<file path="config.mk">
export PLATFORM = sky130hd
export DESIGN_NAME = wavegen_multi_axis
export DESIGN_NICKNAME = d
export VERILOG_FILES = /design/src/rtl/wavegen_multi_axis.sv
export SDC_FILE = /design/constraint.sdc
export NUM_CORES = 2
export LEC_CHECK = 0
export CAP_MARGIN = 5
export CORE_MARGIN = 4
export CORE_UTILIZATION = 40
export CTS_CLUSTER_SIZE = 30
export DETAILED_ROUTE_END_ITERATION = 10
export GPL_TIMING_DRIVEN = 0
export SLEW_MARGIN = 20
export SYNTH_ARGS = -nofsm -noshare
export SYNTH_HDL_FRONTEND = slang
export SYNTH_SLANG_ARGS = --single-unit
</file>
<file path="constraint.sdc">
create_clock -name aclk -period 14.4 [get_ports aclk]
set_input_delay 1.44 -clock aclk [delete_from_list [all_inputs] [get_ports aclk]]
set_output_delay 1.44 -clock aclk [all_outputs]
set_load 0.01 [all_outputs]
</file>
<file path="src/rtl/wavegen_multi_axis.sv">
// Multi-channel DDS waveform source (saw/triangle/square/LFSR noise) with AXI-Stream master output.
// Two-stage pipeline; acc and LFSR advance only when the output register can accept a new beat.
module wavegen_multi_axis #(
  parameter int          DW        = 16,
  parameter int          NCH       = 2,
  parameter int          PW        = 32,
  parameter logic [31:0] LFSR_SEED = 32'hACE12B3D
) (
  input  logic                aclk,
  input  logic                aresetn,
  input  logic                en_i,
  input  logic [1:0]          mode_i,
  input  logic [PW-1:0]       phase_inc_i,
  input  logic [NCH*PW-1:0]   phase_ofs_i,
  input  logic [DW-1:0]       amp_i,
  input  logic                rand_amp_en_i,
  output logic [NCH*DW-1:0]   tdata_m_o,
  output logic                tvalid_m_o,
  input  logic                tready_m_i,
  output logic                tlast_m_o
);

  typedef enum logic [1:0] {SAW, TRI, SQR, NOISE} mode_e;

  localparam logic [31:0]   SEED      = (LFSR_SEED == 32'd0) ? 32'd1 : LFSR_SEED;
  localparam logic [DW-1:0] POS_FS    = {1'b0, {(DW-1){1'b1}}};
  localparam logic [DW-1:0] NEG_FS    = {1'b1, {(DW-2){1'b0}}, 1'b1};
  localparam logic [DW-1:0] AMP_FLOOR = {2'b01, {(DW-2){1'b0}}};

  logic                ce;
  mode_e               mode;
  logic [PW-1:0]       acc;
  logic [PW:0]         acc_sum;
  logic [31:0]         lfsr;
  logic [31:0]         lfsr_nxt;
  logic                v1;
  logic                last1;
  logic [NCH*DW-1:0]   raw;
  logic [NCH*DW-1:0]   raw_nxt;
  logic [NCH*DW-1:0]   scaled;
  logic [DW-1:0]       amp_eff;
  logic                sign_q;
  logic                zc_cnt;
  logic                sign_chg;

  logic [PW-1:0]       p;
  logic [DW-1:0]       t;
  logic [DW-1:0]       u;
  logic [DW-1:0]       s;
  logic [63:0]         rot;
  logic signed [2*DW:0] mul_a;
  logic signed [2*DW:0] mul_b;
  logic signed [2*DW:0] prod;

  assign ce       = !tvalid_m_o || tready_m_i;
  assign mode     = mode_e'(mode_i);
  assign acc_sum  = {1'b0, acc} + {1'b0, phase_inc_i};
  assign lfsr_nxt = {lfsr[30:0], lfsr[31] ^ lfsr[21] ^ lfsr[1] ^ lfsr[0]};
  assign sign_chg = v1 && (raw[DW-1] != sign_q);

  always_comb begin
    raw_nxt = '0;
    p       = '0;
    t       = '0;
    u       = '0;
    s       = '0;
    rot     = '0;
    for (int k = 0; k < NCH; k++) begin
      p   = acc + phase_ofs_i[k*PW +: PW];
      t   = p[PW-1 -: DW];
      u   = p[PW-2 -: DW];
      // Each channel sees the LFSR rotated by a different amount so channels are decorrelated
      rot = {lfsr, lfsr} << ((7 * k) % 32);
      case (mode)
        SAW:     s = {~t[DW-1], t[DW-2:0]};
        TRI:     s = (p[PW-1] ? ~u : u) ^ {1'b1, {(DW-1){1'b0}}};
        SQR:     s = p[PW-1] ? NEG_FS : POS_FS;
        default: s = rot[32 +: DW];
      endcase
      raw_nxt[k*DW +: DW] = s;
    end
  end

  // Signed sample times unsigned amplitude; the upper half of the product is the floored >>> DW
  always_comb begin
    scaled = '0;
    mul_a  = '0;
    mul_b  = '0;
    prod   = '0;
    for (int k = 0; k < NCH; k++) begin
      mul_a = {{(DW+1){raw[k*DW+DW-1]}}, raw[k*DW +: DW]};
      mul_b = {{(DW+1){1'b0}}, amp_eff};
      prod  = mul_a * mul_b;
      scaled[k*DW +: DW] = prod[DW +: DW];
    end
  end

  always_ff @(posedge aclk or negedge aresetn) begin
    if (!aresetn) begin
      acc        <= '0;
      lfsr       <= SEED;
      v1         <= 1'b0;
      last1      <= 1'b0;
      raw        <= '0;
      tvalid_m_o <= 1'b0;
      tlast_m_o  <= 1'b0;
      tdata_m_o  <= '0;
      amp_eff    <= '1;
      sign_q     <= 1'b0;
      zc_cnt     <= 1'b0;
    end else if (ce) begin
      v1    <= en_i;
      last1 <= en_i && acc_sum[PW];
      raw   <= raw_nxt;
      if (en_i) begin
        acc  <= acc_sum[PW-1:0];
        lfsr <= lfsr_nxt;
      end
      tvalid_m_o <= v1;
      tlast_m_o  <= last1;
      tdata_m_o  <= scaled;
      if (v1) sign_q <= raw[DW-1];
      if (sign_chg) zc_cnt <= ~zc_cnt;
      // Two sign changes of channel 0 make one full period
      if (!rand_amp_en_i) amp_eff <= amp_i;
      else if (sign_chg && zc_cnt) amp_eff <= lfsr[DW-1:0] | AMP_FLOOR;
    end
  end

endmodule

</file>
==> flow_metrics.py <==
metrics = {
    "timing": {
        "clock_skew_ns": 0.01142,
        "hold_viol_final": 0,
        "slew_viol_final": 0,
        "fmax_mhz": 131.3,
        "rsz0062_at_grt": "no",
        "tightest_slew_ns": 1.146,
        "fin_crit_ns": 7.615,
        "fin_tns_setup_ns": 0,
        "finalSetupViolations": 0,
        "relSlewSlack": 0.2362,
        "timing.final.crit_share": 0.5288,
    },
    "clock_network": {
        "cts_tree": "done",
        "clk_path_buf_depth": 2,
        "worstSkewPairLatency_ns": 0.45,
        "cts-buffers-inserted": 17,
        "h-tree-depth": 4,
        "hold_buffers": 0,
        "cts_setup_buffers": 0,
        "clock-sinks": 150,
        "clkTransAtPathRegs_ns": 0.08,
        "cts_root_buffer": "clkbuf_16",
        "cts_resized": 0,
    },
    "setup_path": {
        "crit_path_end_kind": "flip-flop",
        "crit_chain": "clkbuf_1, nand2_1, fa_1, fa_1, fa_1, inv_1, fa_1, fa_1, inv_1, fa_1, inv_1, ha_1, a21o_1, a211o_1, a211oi_2, a211oi_1, o211a_4, o2111ai_4, a21oi_2, a2111oi_2, xnor2_1, a21oi_1",
        "worstReg2RegStart": "amp_eff[12]",
        "cp_slowest_cell": "clkbuf_1",
        "worstPathRequired_ns": 14.67,
        "max_stage_delay_ns": 0.67,
        "path_buf_inv": 4,
        "critPathMaxFanout": 10,
        "worstReg2RegEnd": "tdata_m_o[31]",
        "crit_type": "flip-flop to flip-flop",
        "reg2reg_slack_ns": 6.79,
        "crit_top_cell": "fa_1",
        "crit_path_start_kind": "flip-flop",
        "reg2reg_depth": 22,
        "cp_data_arrival_time_ns": 7.89,
        "crit_family": "adder cells",
    },
    "final_layout": {
        "syn_to_final_growth_pct": 12.11,
        "drive_above_1_share": 0.03869,
        "fin_area_sq_mm": 0.02987,
        "nets": 3992,
    },
    "global_routing": {
        "grt_pass1_vias": 21850,
        "grt_overflow": 0,
        "grt_pass1_wl_um": 125500,
        "antenna_found_initial": 6,
        "grt_max_degree": 89,
        "grt_use_total": 0.2290,
    },
    "detailed_routing": {
        "drt-total-wl_um": 80380,
        "drc": 0,
        "wire_per_inst_um": 19.87,
        "firstDrtPassIters": 6,
        "viasPerCell": 5.285,
        "ant_nets": 0,
        "via_count": 21380,
        "first_iter_violations": 1589,
    },
    "synthesis": {
        "synth_warnings": 0,
        "synthesis.instances": 2997,
        "synthesis.nets": 3823,
        "synthFlopType": "dfrtp_1",
        "synth_edf_count": 0,
        "ys_types": 80,
        "synth_area_leader_cell": "fa_1",
        "synth-seq-cells": 150,
        "yosys-top-cells-area": "fa_1 (29%), ha_1 (15%), dfrtp_1 (11%)",
        "netlist_area_sq_mm": 0.02664,
        "synth_top_area_share": 0.2908,
        "yosysSeqAreaShare": 0.1425,
        "async_reset_ff_frac": 1.000,
        "syn_avg_cell_area_sq_um": 8.889,
        "ys_top_cells_by_count": "inv_1 (484), nand2_1 (413), fa_1 (387)",
        "yosysMostFrequentCell": "inv_1",
    },
    "worst_hold_path": {
        "hold_start": "zc_cnt",
        "hold_path.class": "flip-flop to flip-flop",
        "hold_end": "zc_cnt",
        "whs_path_depth": 1,
    },
    "run_status": {
        "status": "finished clean",
    },
    "die": {
        "floorplan.die_area_sq_mm": 0.07079,
        "die_w_um": 266.1,
        "start_util": 0.4045,
        "fp-row-count": 94,
        "dieHeight_um": 266.1,
        "io_pins": 153,
        "coreArea_sq_mm": 0.06586,
    },
    "job": {
        "drv_cap": 0,
    },
    "placed_design": {
        "port_buffers": 149,
        "place_area_sq_mm": 0.02925,
        "dp_hpwl_um": 66290,
        "gp_congestion": 0.9464,
    },
}
[metrics by stage]
step                      setup WS [ns]  hold slack (ns)    util  cells
after floorplan                   7.943           0.4451       -   2997
after global placement            5.440           0.4616  0.4435   4010
after detailed placement          6.818           0.4627  0.4440   4011
after CTS                         6.783           0.4782  0.4533   4043
after global routing              6.450           0.4915  0.4534   4044
final                             6.785           0.4732  0.4535   4046
[worst max-delay path by stage]
stage,start,endpoint,cells after the start
CTS,amp_eff[12],tdata_m_o[31],22
global route,amp_eff[6],tdata_m_o[10],24
detailed placement,amp_eff[12],tdata_m_o[31],22
floorplan,amp_eff[7],tdata_m_o[15],24
global placement,aresetn,acc[3],1
finish,amp_eff[12],tdata_m_o[31],22
[flip-flops by register name, summed over array words and instances, names as in the netlist]
signal,cells
lfsr,32
raw,32
tvalid_m_o,1
sign_q,1
tdata_m_o,32
tlast_m_o,1
amp_eff,16
v1,1
last1,1
acc,32
zc_cnt,1
[per-layer routing]
layer / vias to the layer above / routed length [um] / share of wire / global-route usage
li1: 9903 / - / - / -
met1: 10510 / 33670 / 0.42 / 0.3039
met2: 826 / 38510 / 0.48 / 0.3898
met3: 136 / 5683 / 0.071 / 0.03657
met4: 4 / 2492 / 0.031 / 0.06476
met5: - / 26 / 0.00032 / 0
[layout make-up]
type | count | area [sq um]
fill | 6531 | 36000
sequential | 150 | 3795
clock inverter | 15 | 187.7
buffer | 137 | 529.3
multi-input combinational | 2223 | 20490
tap | 864 | 1081
clock buffer | 17 | 425.4
inverter | 487 | 1828
antenna | 3 | 7.507
timing repair buffer | 150 | 1524
[placed cells by master, fill, tap and decap left out, types with 13 or more instances in the layout]
cell type,count
inv_1,484
nand2_1,413
fa_1,387
ha_1,320
and2_1,233
clkdlybuf4s50_1,148
a21oi_1,132
clkbuf_1,120
dfrtp_1,117
o21ai_0,114
nor2_1,111
xnor2_1,84
xor2_1,46
a21o_1,41
mux2_2,33
dfstp_2,33
nand3_1,26
nand2b_1,25
a211oi_1,24
nor3_1,19
mux2i_1,17
clkbuf_16,17
o21ai_1,16
nand4_1,15
o31ai_1,14
a31oi_1,13
[cells by family (layout without fill, tap and decap cells)]
kind of cell               after synthesis  in the layout  synth area share
DFF                                    150            150            0.1425
muxes                                   50             50           0.02034
adders and majority gates              707            707            0.4411
and+or+nand+nor                        884            884            0.1572
buffers and inverters                  624            806           0.08849
other                                    0              3                 0
xor gates and xnor gates               131            131           0.04359
AOI/OAI and AO/OA                      451            451            0.1069
[worst register-to-register path, cell delays in order (launching register included)]
cell and delay, ns:
dfstp_2 0.63, clkbuf_1 0.67, nand2_1 0.19, fa_1 0.54, fa_1 0.53, fa_1 0.51
inv_1 0.05, fa_1 0.48, fa_1 0.48, inv_1 0.05, fa_1 0.47, inv_1 0.04
ha_1 0.28, a21o_1 0.16, a211o_1 0.35, a211oi_2 0.31, a211oi_1 0.26, o211a_4 0.33
o2111ai_4 0.24, a21oi_2 0.09, a2111oi_2 0.51, xnor2_1 0.18, a21oi_1 0.08
Power is not shown: default switching activity piles up to over one toggle a cycle in this logic, so the estimate is an artifact.
